**config.mk**
```make
export PLATFORM = sky130hd
export DESIGN_NAME = aes_serial_ctrl
export DESIGN_NICKNAME = d
export VERILOG_FILES = /design/src/rtl/aes_pkg.sv /design/src/rtl/aes_shift_io.sv /design/src/rtl/aes_serial_ctrl.sv
export SDC_FILE = /design/constraint.sdc
export NUM_CORES = 1
export LEC_CHECK = 0
export ABC_CLOCK_PERIOD_IN_PS = 23500
export CORE_AREA = 2 2 216 218
export CTS_CLUSTER_SIZE = 14
export DETAILED_ROUTE_END_ITERATION = 10
export DIE_AREA = 0 0 218 220
export GPL_ROUTABILITY_DRIVEN = 0
export GPL_TIMING_DRIVEN = 0
export PLACE_DENSITY_LB_ADDON = 0.05
export RECOVER_POWER = 50
export SKIP_LAST_GASP = 1
export SYNTH_ARGS = -nofsm -noshare
export SYNTH_HDL_FRONTEND = slang
export SYNTH_HIERARCHICAL = 1
export SYNTH_SLANG_ARGS = --single-unit
```
**constraint.sdc**
```tcl
create_clock -name clk -period 23.5 [get_ports clk]
set_clock_uncertainty 0.2 [all_clocks]
set_input_delay 4.7 -clock clk [delete_from_list [all_inputs] [get_ports clk]]
set_output_delay 4.7 -clock clk [all_outputs]
set_load 0.02 [all_outputs]
```
**src/rtl/aes_pkg.sv**
```systemverilog
// aes_pkg: constants, sequencer state encoding and key-size helpers
// shared by the serial AES controller and its shift-register datapath.
package aes_pkg;

  localparam int AES_BLOCK_BITS   = 128;
  localparam int AES_KEY_MAX_BITS = 256;
  // Bit counter width: covers 128 data bits plus up to 256 key bits.
  localparam int AES_CNT_BITS     = 9;

  typedef enum logic [2:0] {
    IDLE,
    PRE,
    LOAD,
    GAP,
    WAIT,
    READ,
    DONE
  } aes_state_t;

  // Key length in bits for a key of nk 32-bit words.
  function automatic int aes_key_bits(input int nk);
    return 32 * nk;
  endfunction

  // Only AES-128/192/256 key sizes are supported by the cores.
  function automatic bit aes_nk_legal(input int nk);
    return (nk == 4) || (nk == 6) || (nk == 8);
  endfunction

endpackage

```
**src/rtl/aes_shift_io.sv**
```systemverilog
// aes_shift_io: serial datapath of the AES sequencer.
// A parallel-load PISO holds {key, data} and presents its LSB as the next
// serial bit; a SIPO assembles the result LSB first. The SIPO keeps only
// 127 bits because the final bit is taken straight from rx_bit when the
// controller loads the completed word.
module aes_shift_io
  import aes_pkg::*;
#(
  parameter int KEY_BITS = 128
) (
  input  logic                      clk,
  input  logic                      rst,
  input  logic                      load,
  input  logic [AES_BLOCK_BITS-1:0] load_data,
  input  logic [KEY_BITS-1:0]       load_key,
  input  logic                      shift,
  output logic                      tx_bit,
  input  logic                      capture,
  input  logic                      rx_bit,
  output logic [AES_BLOCK_BITS-1:0] rx_next
);

  localparam int TX_BITS = AES_BLOCK_BITS + KEY_BITS;

  logic [TX_BITS-1:0]        tx_q;
  logic [AES_BLOCK_BITS-2:0] rx_q;

  assign tx_bit  = tx_q[0];
  assign rx_next = {rx_bit, rx_q};

  // Transmit register: capture data||key on accept, shift right per sent bit
  always_ff @(posedge clk or posedge rst) begin
    if (rst) begin
      tx_q <= '0;
    end else if (load) begin
      tx_q <= {load_key, load_data};
    end else if (shift) begin
      tx_q <= {1'b0, tx_q[TX_BITS-1:1]};
    end
  end

  // Receive register: newest bit enters at the top, so the first bit ends at bit 0
  always_ff @(posedge clk or posedge rst) begin
    if (rst) begin
      rx_q <= '0;
    end else if (capture) begin
      rx_q <= rx_next[AES_BLOCK_BITS-1:1];
    end
  end

endmodule

```
**src/rtl/aes_serial_ctrl.sv**
```systemverilog
// aes_serial_ctrl: valid/ready front end for the bit-serial AES cores.
// Loads one block and key into the core over cs/miso, pulses cs low to
// start the computation, then reads the 128-bit result back over mosi.
// Optional feature macro: AES_CTRL_DECRYPT_EN adds a second (decrypt) core
// port set and an in_mode select captured with each request.
//
// state | meaning
// IDLE  | in_ready=1, waiting for a request, cs low
// PRE   | one cycle of cs high with miso=0 ahead of the first bit
// LOAD  | shift 128 data bits then KEY_BITS key bits, LSB first
// GAP   | one cycle of cs low: restart pulse, core starts computing
// WAIT  | CORE_WAIT cycles of cs high before the first result bit
// READ  | sample 128 result bits from mosi, LSB first
// DONE  | result held on out_data with out_valid=1 until out_ready
module aes_serial_ctrl
  import aes_pkg::*;
#(
  parameter int NK        = 4,
  parameter int CORE_WAIT = 1
) (
  input  logic                        clk,
  input  logic                        rst,
  input  logic                        in_valid,
  output logic                        in_ready,
  input  logic [AES_BLOCK_BITS-1:0]   in_data,
  input  logic [AES_KEY_MAX_BITS-1:0] in_key,
  output logic                        out_valid,
  input  logic                        out_ready,
  output logic [AES_BLOCK_BITS-1:0]   out_data,
  output logic                        core_cs,
  output logic                        core_miso,
  input  logic                        core_mosi
`ifdef AES_CTRL_DECRYPT_EN
  ,
  input  logic                        in_mode,
  output logic                        dcore_cs,
  output logic                        dcore_miso,
  input  logic                        dcore_mosi
`endif
);

  localparam int KEY_BITS = aes_key_bits(NK);
  localparam logic [AES_CNT_BITS-1:0] LOAD_LAST =
    AES_CNT_BITS'(AES_BLOCK_BITS + KEY_BITS - 1);
  localparam logic [AES_CNT_BITS-1:0] READ_LAST =
    AES_CNT_BITS'(AES_BLOCK_BITS - 1);
  localparam int WAIT_W = (CORE_WAIT > 1) ? $clog2(CORE_WAIT) : 1;
  localparam logic [WAIT_W-1:0] WAIT_LOAD = WAIT_W'(CORE_WAIT - 1);

  if (!aes_nk_legal(NK)) begin : g_bad_nk
    $error("aes_serial_ctrl: NK must be 4, 6 or 8");
  end

  if (CORE_WAIT < 1) begin : g_bad_wait
    $error("aes_serial_ctrl: CORE_WAIT must be at least 1");
  end

  // Key bits above KEY_BITS never reach the core.
  if (KEY_BITS < AES_KEY_MAX_BITS) begin : g_key_trim
    logic unused_key_hi;
    assign unused_key_hi = ^in_key[AES_KEY_MAX_BITS-1:KEY_BITS];
  end

  aes_state_t              state;
  logic [AES_CNT_BITS-1:0] bit_cnt;
  logic [WAIT_W-1:0]       wait_cnt;
  logic                    seq_cs;
  logic                    seq_miso;

  logic                      accept;
  logic                      tx_shift;
  logic                      rx_capture;
  logic                      tx_bit;
  logic                      rx_bit;
  logic [AES_BLOCK_BITS-1:0] rx_next;

  assign accept     = (state == IDLE) && in_valid;
  // The bit sent in PRE's successor and every LOAD cycle but the last is
  // pulled from the PISO at the edge that starts that cycle.
  assign tx_shift   = (state == PRE) || ((state == LOAD) && (bit_cnt != LOAD_LAST));
  assign rx_capture = (state == READ);

`ifdef AES_CTRL_DECRYPT_EN
  logic mode_q;

  // Core select is fixed for the whole transaction
  always_ff @(posedge clk or posedge rst) begin
    if (rst) begin
      mode_q <= 1'b0;
    end else if (accept) begin
      mode_q <= in_mode;
    end
  end

  assign rx_bit     = mode_q ? dcore_mosi : core_mosi;
  assign core_cs    = seq_cs   & ~mode_q;
  assign core_miso  = seq_miso & ~mode_q;
  assign dcore_cs   = seq_cs   &  mode_q;
  assign dcore_miso = seq_miso &  mode_q;
`else
  assign rx_bit    = core_mosi;
  assign core_cs   = seq_cs;
  assign core_miso = seq_miso;
`endif

  aes_shift_io #(
    .KEY_BITS (KEY_BITS)
  ) u_shift_io (
    .clk       (clk),
    .rst       (rst),
    .load      (accept),
    .load_data (in_data),
    .load_key  (in_key[KEY_BITS-1:0]),
    .shift     (tx_shift),
    .tx_bit    (tx_bit),
    .capture   (rx_capture),
    .rx_bit    (rx_bit),
    .rx_next   (rx_next)
  );

  // Sequencer: state, bit/wait counters and registered handshake and serial outputs
  always_ff @(posedge clk or posedge rst) begin
    if (rst) begin
      state     <= IDLE;
      in_ready  <= 1'b1;
      out_valid <= 1'b0;
      out_data  <= '0;
      seq_cs    <= 1'b0;
      seq_miso  <= 1'b0;
      bit_cnt   <= '0;
      wait_cnt  <= '0;
    end else begin
      case (state)
        IDLE: begin
          if (in_valid) begin
            state    <= PRE;
            in_ready <= 1'b0;
            seq_cs   <= 1'b1;
            seq_miso <= 1'b0;
          end
        end
        PRE: begin
          state    <= LOAD;
          bit_cnt  <= '0;
          seq_miso <= tx_bit;
        end
        LOAD: begin
          if (bit_cnt == LOAD_LAST) begin
            state    <= GAP;
            seq_cs   <= 1'b0;
            seq_miso <= 1'b0;
          end else begin
            bit_cnt  <= bit_cnt + 1'b1;
            seq_miso <= tx_bit;
          end
        end
        GAP: begin
          state    <= WAIT;
          seq_cs   <= 1'b1;
          wait_cnt <= WAIT_LOAD;
        end
        WAIT: begin
          if (wait_cnt == '0) begin
            state   <= READ;
            bit_cnt <= '0;
          end else begin
            wait_cnt <= wait_cnt - 1'b1;
          end
        end
        READ: begin
          if (bit_cnt == READ_LAST) begin
            state     <= DONE;
            out_valid <= 1'b1;
            out_data  <= rx_next;
          end else begin
            bit_cnt <= bit_cnt + 1'b1;
          end
        end
        DONE: begin
          if (out_ready) begin
            state     <= IDLE;
            out_valid <= 1'b0;
            in_ready  <= 1'b1;
            seq_cs    <= 1'b0;
          end
        end
        default: begin
          state     <= IDLE;
          in_ready  <= 1'b1;
          out_valid <= 1'b0;
          seq_cs    <= 1'b0;
          seq_miso  <= 1'b0;
        end
      endcase
    end
  end

endmodule

```
==> metrics.csv <==
stage;metric;value;unit
power_and_ir_drop;P_leak;12.97;nW
floorplanning;Die Width;218;um
setup_path;worst path bufs/invs;3;
synth;top cells by area, synth;dfrtp_1, mux2i_1, mux2_2;
synth;Mapped Nets;2142;
detailed_routing;post-route ant nets;0;
synth;synth warn;6;
finish;layout cells sized above 1;17.19;%
setup_path;Top delay family on crit path;buffers and inverters;
synth;top post-synthesis cells by count;dfrtp_1, nand2_1, mux2i_1, o21ai_1, mux2_2;
synth;Synth Area per Inst;12.84;um2
finish;fin area;28880;um2
setup_path;crit path cell chain;dlygate4sd3_1, clkinvlp_2, clkbuf_1;
detailed_routing;drt wl/cell;18.57;um
clock_network;Post CTS Setup Buffer Count;0;
run_status;outcome;finished with violations;
grt;first-pass GRT wire length;84680;um
synth;most common cell in the netlist;dfrtp_1;
detailed_routing;initial drt markers;862;
clock_network;CTS H-tree depth;2;
finish;Multi-input gate area;8180;um2
setup_path;CP Capture Type;async pin;
clock_network;clk slew on worst S/H paths;60;ps
power_and_ir_drop;pwr dens;112.8;nW/um2
timing;RSZ-0062 raised after global routing;false;
timing;Period Utilization, post-route;54.13;%
setup_path;Max stage delay on crit path;4590;ps
setup_path;Slowest-stage cell, CP;clkbuf_1;
run_status;failing checks;max-capacitance violations, max-slew violations;
grt;initial antenna violation count;13;
detailed_routing;DRT Wirelength;53100;um
timing;minimum clock period;12720;ps
timing;worst hold margin;279.7;ps
synth;post-synth top area share;58.54;%
hold_path;worst min path class;flip-flop to flip-flop;
setup_path;CP required;22370;ps
clock_network;CTS buffer count;55;
timing;Max Freq;0.07861;GHz
finish;area delta synth->final;28.45;%
clock_network;Skew-Pair Late Insertion Delay;600;ps
grt;Total GRT Usage;22.37;%
setup_path;startpoint types;input port;
synth;Syn Inst Count;1751;
detailed_routing;Via Count;14680;
detailed_routing;Post-route DRC;0;
synth;Post-Syn Area;22490;um2
power_and_ir_drop;Max VDD drop;0.05698;mV
floorplanning;core area;45860;um2
grt;largest net degree at the start of global routing;126;
place;Cells after DPL;2754;
floorplanning;Initial Utilization;49.03;%
clock_network;post-cts resize count;0;
place;Cell Area, Placed;27290;um2
grt;GRT overflow;0;
grt;number of global-route vias before repair;15520;
clock_network;Num Clock Sinks;527;
synth;sequential fraction of the synthesis area;58.66;%
clock_network;CTS tree;yes;
floorplanning;area of the die;47960;um2
timing;Final Hold Viols;0;
synth;post-synthesis register bit count;527;
setup_path;worst-path fanout max;125;
finish;Layout Cells excl Fill;2859;
finish;register area;13190;um2
timing;Slew headroom;-340.2;%
detailed_routing;first-pass detailed-route iteration total;5;
timing;setup TNS;0;ps
timing;Final Setup Violations;0;
synth;fraction of registers with async set/reset;100.0;%
timing;Slew Viols, Final;437;
place;HPWL after DPL;37530;um
setup_path;Setup CP Type;input port to async pin;
synth;Post-synth EDFFs;0;
clock_network;clk buf depth;3;
timing;Worst Max-Slew Pin Slew;6603;ps
detailed_routing;via density per instance;5.136;
finish;# fillers;3636;
place;port bufs;392;
synth;Netlist cell types;42;
floorplanning;Ports;521;
clock_network;clk root buf;clkbuf_16;
floorplanning;FP Rows;79;
run;Max-Cap Viols;5;
finish;Final #Nets;2595;
floorplanning;Die Ht;220;um
setup_path;Worst EP arrival;11590;ps
synth;largest area contributor in the synthesized netlist;dfrtp_1;
synth;Synth Flop Type;dfrtp_1;
clock_network;hold buffers post-CTS;0;
[routing by layer]
layer | up-vias | routed length (um) | share of wire, % | track usage [%]
met3 | 93 | 3651 | 6.9 | 6.239
met5 | - | 75 | 0.14 | 0
met1 | 7235 | 23490 | 44 | 30.56
met2 | 321 | 24630 | 46 | 34.62
met4 | 12 | 1247 | 2.3 | 7.302
li1 | 7022 | - | - | -
[where the power goes]
group          internal [mW]  switching (mW)  total, mW  leakage (nW)
clock network          0.516           0.357      0.873         0.891
registers               1.15           0.124       1.28          6.92
logic                  0.558           0.551       1.11          5.16
[kinds of logic after synthesis]
logic type               synth area share (%)
multiplexers                            24.67
XOR/XNOR                              0.07792
AO/OA/AOI/OAI                           6.705
AND/OR/NAND/NOR                         5.247
buffers and inverters                   4.529
adder cells (fa/ha/maj)                0.1113
flip-flops                              58.66
[layout by cell type (no fill, tap or decap), types with 5 or more instances in the layout]
cell type and count:
o21ai_0 23, a21oi_1 7, dfrtp_1 526, nand2_1 268, nor2_1 6, clkdlybuf4s50_1 388
o21ai_1 238, clkbuf_8 10, bufinv_16 5, buf_2 29, buf_12 23, mux2i_1 255
clkbuf_1 72, mux2_2 226, nand2b_1 5, clkbuf_16 55, diode_2 7, clkinv_2 11
mux2_1 26
[metrics by stage]
stage	power (mW)	worst slack (ps)	util [%]
final	3.257	10780	62.97
after global placement	2.381	3130	59.24
after floorplan	2.165	7958	-
after detailed placement	2.420	16590	59.50
after CTS	3.307	16780	63.48
after global routing	3.465	8941	62.96
[area by class of cell]
type / instances / share of cell area [%]
Clock inverter: 22 / 0.9271
Sequential cell: 527 / 45.67
Tap cell: 607 / 2.630
Antenna cell: 7 / 0.06065
Clock buffer: 76 / 5.385
Multi-Input combinational cell: 1099 / 28.32
Buffer: 120 / 3.214
Timing Repair Buffer: 396 / 13.72
Inverter: 5 / 0.07365
[registers in the layout, summed over array words and instances (netlist names)]
signal,count
state,3
bit_cnt,9
out_valid,1
core_cs,1
core_miso,1
in_ready,1
u_shift_io/rx_q,127
out_data,128
u_shift_io/tx_q,256
[worst paths after layout]
kind | startpoint | endpoint | slack, ps | cells past startpoint
max | rst | u_shift_io/tx_q[252] | 10780 | 3
min | out_valid | out_valid | 280 | 1
max reg2reg | bit_cnt[0] | out_data[28] | 20380 | 6
min reg2reg | out_valid | out_valid | 280 | 1
max in group clk | in_ready | in_ready | 16830 | 1
min in group asynchronous | rst | u_shift_io/rx_q[78] | 5110 | 2
No activity file was read; power rests on OpenSTA's default activity.
